--- config.mk ---
export PLATFORM = sky130hd
export DESIGN_NAME = icberg_pipe
export DESIGN_NICKNAME = d
export VERILOG_FILES = /design/src/rtl/icberg_pkg.sv /design/src/rtl/icberg_stage.sv /design/src/rtl/icberg_pipe.sv
export SDC_FILE = /design/constraint.sdc
export NUM_CORES = 1
export LEC_CHECK = 0
export BUFFER_PORTS_ARGS = -buffer_cell sky130_fd_sc_hd__buf_4
export CORE_MARGIN = 4
export CORE_UTILIZATION = 55
export CTS_CLUSTER_SIZE = 40
export DETAILED_ROUTE_END_ITERATION = 6
export PLACE_DENSITY = 0.77
export SLEW_MARGIN = 0
export SYNTH_ARGS = -nofsm -noshare
export SYNTH_HDL_FRONTEND = slang
export SYNTH_SLANG_ARGS = --single-unit
--- constraint.sdc ---
create_clock -name clk -period 3 [get_ports clk]
set_input_delay 0.6 -clock clk [delete_from_list [all_inputs] [get_ports clk]]
set_output_delay 0.6 -clock clk [all_outputs]
set_load 0.01 [all_outputs]
--- src/rtl/icberg_pkg.sv ---
// Shared constants and helpers for the icberg inter-board pipeline.
package icberg_pkg;

  localparam int COUNT_W = 16;
  localparam logic [COUNT_W-1:0] COUNT_MAX = '1;
  localparam int MAX_DEPTH = 8;

  // Widest bus the slice helper handles. CHANNELS*WIDTH must not exceed it.
  localparam int BUS_MAX = 256;

  // Returns channel c (w bits wide) of a bus, right-aligned and zero-extended.
  function automatic logic [BUS_MAX-1:0] chan_slice(input logic [BUS_MAX-1:0] bus,
                                                    input int unsigned c,
                                                    input int unsigned w);
    logic [BUS_MAX-1:0] mask;
    mask = ~({BUS_MAX{1'b1}} << w);
    return (bus >> (c * w)) & mask;
  endfunction

endpackage

--- src/rtl/icberg_stage.sv ---
// One pipeline register holding {valid, data}; freezes while hold_i is high.
module icberg_stage #(
  parameter int W = 16
) (
  input  logic         clk,
  input  logic         nReset,
  input  logic         hold_i,
  input  logic         valid_i,
  input  logic [W-1:0] data_i,
  output logic         valid_o,
  output logic [W-1:0] data_o
);

  logic         valid_q, valid_d;
  logic [W-1:0] data_q, data_d;

  // Next state: capture upstream unless frozen.
  always_comb begin
    valid_d = valid_q;
    data_d  = data_q;
    if (!hold_i) begin
      valid_d = valid_i;
      data_d  = data_i;
    end
  end

  // Stage register, cleared to an empty bubble on reset.
  always_ff @(posedge clk or negedge nReset) begin
    if (!nReset) begin
      valid_q <= 1'b0;
      data_q  <= '0;
    end else begin
      valid_q <= valid_d;
      data_q  <= data_d;
    end
  end

  assign valid_o = valid_q;
  assign data_o  = data_q;

endmodule

--- src/rtl/icberg_pipe.sv ---
// Multi-channel board-to-board pass-through with configurable register delay,
// hold, combinational bypass, sticky per-channel change flags and a
// saturating delivered-word counter.
module icberg_pipe
  import icberg_pkg::*;
#(
  parameter int CHANNELS = 16,
  parameter int WIDTH    = 1,
  parameter int DEPTH    = 2
) (
  input  logic                      clk,
  input  logic                      nReset,
  input  logic [CHANNELS*WIDTH-1:0] in_data,
  input  logic                      in_valid,
  input  logic                      hold,
  input  logic                      bypass,
  input  logic                      clear,
  output logic [CHANNELS*WIDTH-1:0] out_data,
  output logic                      out_valid,
  output logic [CHANNELS-1:0]       chg_flags,
  output logic [COUNT_W-1:0]        out_count
);

  localparam int DW = CHANNELS * WIDTH;
  localparam bit COMB_ONLY = (DEPTH == 0);

  logic          pipe_valid;
  logic [DW-1:0] pipe_data;

  generate
    if (DEPTH == 0) begin : g_wire
      assign pipe_valid = in_valid;
      assign pipe_data  = in_data;
    end else begin : g_pipe
      logic          v [DEPTH+1];
      logic [DW-1:0] d [DEPTH+1];
      assign v[0] = in_valid;
      assign d[0] = in_data;
      for (genvar k = 0; k < DEPTH; k++) begin : g_stage
        icberg_stage #(.W(DW)) u_stage (
          .clk     (clk),
          .nReset  (nReset),
          .hold_i  (hold),
          .valid_i (v[k]),
          .data_i  (d[k]),
          .valid_o (v[k+1]),
          .data_o  (d[k+1])
        );
      end
      assign pipe_valid = v[DEPTH];
      assign pipe_data  = d[DEPTH];
    end
  endgenerate

  // Bypass (or a zero-depth build) routes the inputs straight to the outputs;
  // the pipeline keeps running underneath so dropping bypass shows its tail.
  logic use_in;
  assign use_in    = bypass | COMB_ONLY;
  assign out_valid = use_in ? in_valid : pipe_valid;
  assign out_data  = use_in ? in_data  : pipe_data;

  logic deliver;
  assign deliver = out_valid & ~hold;

  logic [DW-1:0]        last_word_q, last_word_d;
  logic [CHANNELS-1:0]  chg_q, chg_d;
  logic [COUNT_W-1:0]   count_q, count_d;
  logic [BUS_MAX-1:0]   diff_ext;
  logic [CHANNELS-1:0]  chg_now;

  assign diff_ext = BUS_MAX'(out_data ^ last_word_q);

  // Per-channel difference between the word on the output and the last delivery.
  always_comb begin
    chg_now = '0;
    for (int unsigned c = 0; c < CHANNELS; c++) begin
      chg_now[c] = |chan_slice(diff_ext, c, WIDTH);
    end
  end

  // Clear first, then let a same-cycle delivery build on the cleared values.
  always_comb begin
    count_d     = count_q;
    chg_d       = chg_q;
    last_word_d = last_word_q;
    if (clear) begin
      count_d = '0;
      chg_d   = '0;
    end
    if (deliver) begin
      last_word_d = out_data;
      chg_d       = chg_d | chg_now;
      if (count_d != COUNT_MAX) begin
        count_d = count_d + COUNT_W'(1);
      end
    end
  end

  // Delivery bookkeeping registers.
  always_ff @(posedge clk or negedge nReset) begin
    if (!nReset) begin
      last_word_q <= '0;
      chg_q       <= '0;
      count_q     <= '0;
    end else begin
      last_word_q <= last_word_d;
      chg_q       <= chg_d;
      count_q     <= count_d;
    end
  end

  assign chg_flags = chg_q;
  assign out_count = count_q;

endmodule

== Word-level counts from Yosys, hierarchy flattened ==
Cells that the tools add are included.
Operators by class
  add/sub/neg operators: 1
  equality and inequality tests: 1
  muxes and demuxes: 7
  bitwise logic cells: 4
Operator list (number)
  16-bit two-way mux: 6
  16-bit by 1-bit adder with 16-bit output (second input constant): 1
  16-bit inequality test (second input constant): 1
  16-bit bitwise OR: 1
  16-bit XOR: 1
  1-bit AND: 1
  1-bit two-way mux: 1
  1-bit inverter: 1
Storage, ports and cells
  register bits: 82
  output and inout bits: 49

== Logic depth before layout (Yosys ltp) ==
  word-level depth: 4
  depth in mapped cells: 8

== Hierarchy ==
A second synthesis with hierarchy kept.
Second synthesis, totals
  cells, all modules: 325
  area, all modules: 3847.4 µm²
By module, submodules not included
  icberg_pipe: times used 1, cells an instance 253, area each 2476.1 µm²
  icberg_stage: times used 2, cells an instance 36, area each 685.7 µm²

== Worst setup path before layout ==
No wires, ideal clock.
  kind: input port to flip-flop
  start point: input port clear
  end point: register count_q[7], in the netlist out_count[7]
  library setup time: 0.125 ns
  arrival time: 2.318 ns
  data required time: 2.875 ns
  setup slack: 0.557 ns
  cell stages on the path: 8
  cell sequence: buf_4 > and2b_2 > ha_1 > and3_1 > and3_1 > buf_2 > a211oi_1 > mux2_2
On the way
  word-level cells in the longest chain between the ends: 4
  elaborated cells on any way between the ends: 5
  classes of those cells: 1 x add/sub; 1 x eq/ne; 3 x mux
RTL lines
  from (decl): line icberg_pipe.sv:17  | input logic clear,
  16-bit two-way mux *: line icberg_pipe.sv:86  | if (clear) begin
  16-bit by 1-bit adder with 16-bit output or 16-bit inequality test (tied branches): line icberg_pipe.sv:94, icberg_pipe.sv:93
  16-bit two-way mux: line icberg_pipe.sv:93  | if (count_d != COUNT_MAX) begin
  16-bit two-way mux *: line icberg_pipe.sv:90  | if (deliver) begin
  net count_d[7]: line icberg_pipe.sv:67  | logic [COUNT_W-1:0] count_q, count_d;
  to (signal assigned): line icberg_pipe.sv:108  | count_q <= count_d;
  to (decl): line icberg_pipe.sv:67
Mark *: on every way through the listed nets, which the timed path passes. The rest lies on a longest branch.
A chain may end at the register's enable or synchronous reset.

== Worst setup path in the final report ==
  start point: input port clear
  end point: register count_q[13], in the netlist out_count[13]
Same word-level chain as after synthesis.

==> metrics.md <==
| Metric | Value |
|---|---|
| Status | finished clean |
| Global-route usage over all layers | 0.194 |
| Worst Path Required | 3.23 ns |
| Seq pwr share | 0.484 |
| Hold_buf cts | 0 |
| CTS tree | done |
| Synth Register Bits | 82 |
| Clk sinks | 82 |
| CP cell instances | buf_4 > and2b_2 > ha_1 > and3_1 > and3_1 > a2111oi_2 > mux2_2 |
| Net Count, Synth | 349 |
| Vias per inst | 5.43 |
| Post-synth ARST share | 1.00 |
| Sequential cell area | 0.00205 mm² |
| Min-Delay Path Class | in -> async |
| Worst R2R Start | out_count[1]$_DFF_PN0_ |
| Most frequent cells in the layout | dfrtp_1, buf_4, mux2_2 |
| Crit path max-delay family | simple AND/OR/NAND/NOR gates |
| Initial antenna violation count | 0 |
| TritonCTS Buffers | 9 |
| Psw | 0.000769 W |
| Crit Path Category | in -> reg |
| Io pins | 71 |
| Initial Utilization | 0.580 |
| Post-DP HPWL | 5420 µm |
| Fmax | 435 MHz |
| Die Y | 91.0 µm |
| RR Endpoint | out_count[13]$_DFF_PN0_ |
| Logic pwr share | 0.203 |
| Layout filler cell count | 488 |
| Most common cell after layout, fill and taps aside | dfrtp_1 |
| Initial DRC Count | 126 |
| GPL Wtd Cong | 0.811 |
| CP Launch Type | primary input |
| PwrDens | 612 mW/mm² |
| Area of the multi-input gates | 0.00159 mm² |
| Cells after Synth | 326 |
| Pint | 0.00204 W |
| Number of global-route vias before repair | 2,653 |
| Core area | 0.00653 mm² |
| Leakage power | 2.17 nW |
| Number of setup violations in the final report | 0 |
| Die ar. | 0.00828 mm² |
| Fin. max-slew vios | 0 |
| Slew headroom | 0.326 |
| RSZ-0062 raised after global routing | no |
| Peak VDD IR | 440 µV |
| Syn_area_per_cell | 11.6 µm² |
| DRC violations left | 0 |
| Arrival time worst endpoint | 2.53 ns |
| PostCTS Resize Cnt | 0 |
| Dpl ws | 0.340 ns |
| Setup_tns | 0 ns |
| Clock latency at the later pin of the worst-skew pair | 0.35 ns |
| Slew @ Worst Pin | 1.01 ns |
| H-tree depth | 3 |
| Final #Nets | 418 |
| Antenna cell count | 0 |
| Register area share after synthesis | 0.542 |
| First-pass GRT wire length | 12,800 µm |
| Wire per inst | 16.1 µm |
| Worst setup EP type | flop |
| CP Max Fanout | 13 |
| Cell mode on critical path | and3_1 |
| Largest buffer count on any clock path | 2 |
| Worst-path clk slew | 0.08 ns |
| Worst r2r path cells | 6 |
| Core Util, Final | 0.703 |
| Largest stage delay on the critical path | 0.40 ns |
| Period utilization | 0.767 |
| DR pass1 iterations | 4 |
| Gr ovfl total | 0 |
| Synth-to-Final Area Change | 21.2% |
| Netlist cell types | 36 |
| Final WL | 7660 µm |
| EDFF count, synth | 0 |
| CP max-delay cell | a2111oi_2 |
| Die Wd | 91.0 µm |
| Syn. warnings | 0 |
| Antenna viol nets, final | 0 |
| Final hold vios | 0 |
| Min Tclk post-route | 2.30 ns |
| Clock network fraction of total power | 0.313 |
| Final WS setup | 0.699 ns |
| Post-synthesis cell area | 0.00379 mm² |
| Via count | 2,588 |
| Crit path buf inv count | 1 |
| Post-CTS Setup Inserts | 0 |
| Register-to-register setup slack | 0.70 ns |
| Switching Share | 0.274 |
| Share of layout cells above drive strength 1 | 0.390 |
| PortBufs | 70 |
| Clock skew | 0.00805 ns |
| Dominant synthesized flop cell | dfrtp_1 |
| Largest net degree at the start of global routing | 83 |
| Max Cap Viol | 0 |
| Clk Tree Root Cell | clkbuf_8 |
| Row count | 29 |
-- Yosys cell counts (2+ instances only) --
library cell,count,area [µm²]
a2111oi_2,3,45.0
a211oi_1,3,22.5
a21oi_1,6,30.0
and2_1,2,12.5
and3_1,3,18.8
and4_1,2,17.5
buf_1,3,11.3
buf_2,3,15.0
buf_4,3,22.5
clkbuf_1,8,30.0
dfrtp_1,82,2050
inv_1,18,67.6
mux2_2,56,631
mux2i_1,2,20.0
nand2_1,55,206
nand2b_1,4,25.0
nand3_1,3,15.0
nand4_1,4,25.0
nor2_1,6,22.5
nor2b_1,9,56.3
o22ai_1,16,100
xnor2_1,20,175
xor2_1,2,17.5
-- cells by family (layout without fill, tap and decap cells) --
group           Yosys count  after routing  share of synthesized area
xor+xnor                 22             22                     0.0509
buf+inv                  35            109                     0.0386
fa+ha+maj                 1              1                    0.00330
flops                    82             82                      0.542
mux                      59             59                      0.176
simple gates             97             97                      0.133
compound gates           30             30                     0.0565
-- through the flow --
stage          power (W)  cells  area (µm²)  hold WS (ns)
2_1_floorplan    0.00171    326        3790         0.304
3_3_place_gp     0.00194    461        4370         0.478
6_report         0.00281    477        4590         0.412
3_5_place_dp     0.00196    461        4370         0.484
4_1_cts          0.00285    477        4590         0.450
5_1_grt          0.00296    477        4590         0.464
-- registers in the layout (all words and copies together) (netlist names) --
signal,count
chg_flags,16
g_pipe.g_stage.u_stage.data_o,32
g_pipe.g_stage.u_stage.valid_o,2
last_word_q,16
out_count,16
-- power groups by stage --
stage,clock (W),combinational (W),sequential [W]
after floorplan,0,0.000322,0.00138
after global placement,0,0.000564,0.00137
after detailed placement,0,0.000579,0.00138
after CTS,0.000909,0.000581,0.00136
after global routing,0.000947,0.000636,0.00138
final,0.000879,0.000571,0.00136
-- metal layers --
metal / up-vias / global-route usage / share of wire
met5: - / 0 / 0
met4: 0 / 0.0490 / 0.0088
met3: 6 / 0.0727 / 0.057
met1: 1256 / 0.251 / 0.46
met2: 69 / 0.310 / 0.47
li1: 1257 / - / -
-- cell type report --
class / instances / share of cell area
well taps: 77 / 0.0210
flip-flops and latches: 82 / 0.447
clock inverters: 7 / 0.0215
repair buffers: 75 / 0.123
clock buffers: 9 / 0.0270
inverters: 18 / 0.0147
multi-input cells: 209 / 0.346
-- how the worst max path moves through the flow --
stage / slack (ns) / from / cells past startpoint / endpoint
finish: 0.70 / clear / 7 / out_count[13]$_DFF_PN0_
global route: 0.61 / out_count[1]$_DFF_PN0_ / 6 / out_count[13]$_DFF_PN0_
CTS: 0.71 / out_count[1]$_DFF_PN0_ / 6 / out_count[13]$_DFF_PN0_
detailed placement: 0.34 / clear / 7 / out_count[13]$_DFF_PN0_
global placement: 0.42 / clear / 7 / out_count[15]$_DFF_PN0_
floorplan: 0.56 / clear / 8 / out_count[7]$_DFF_PN0_
Power figures use the tool's default switching activity.
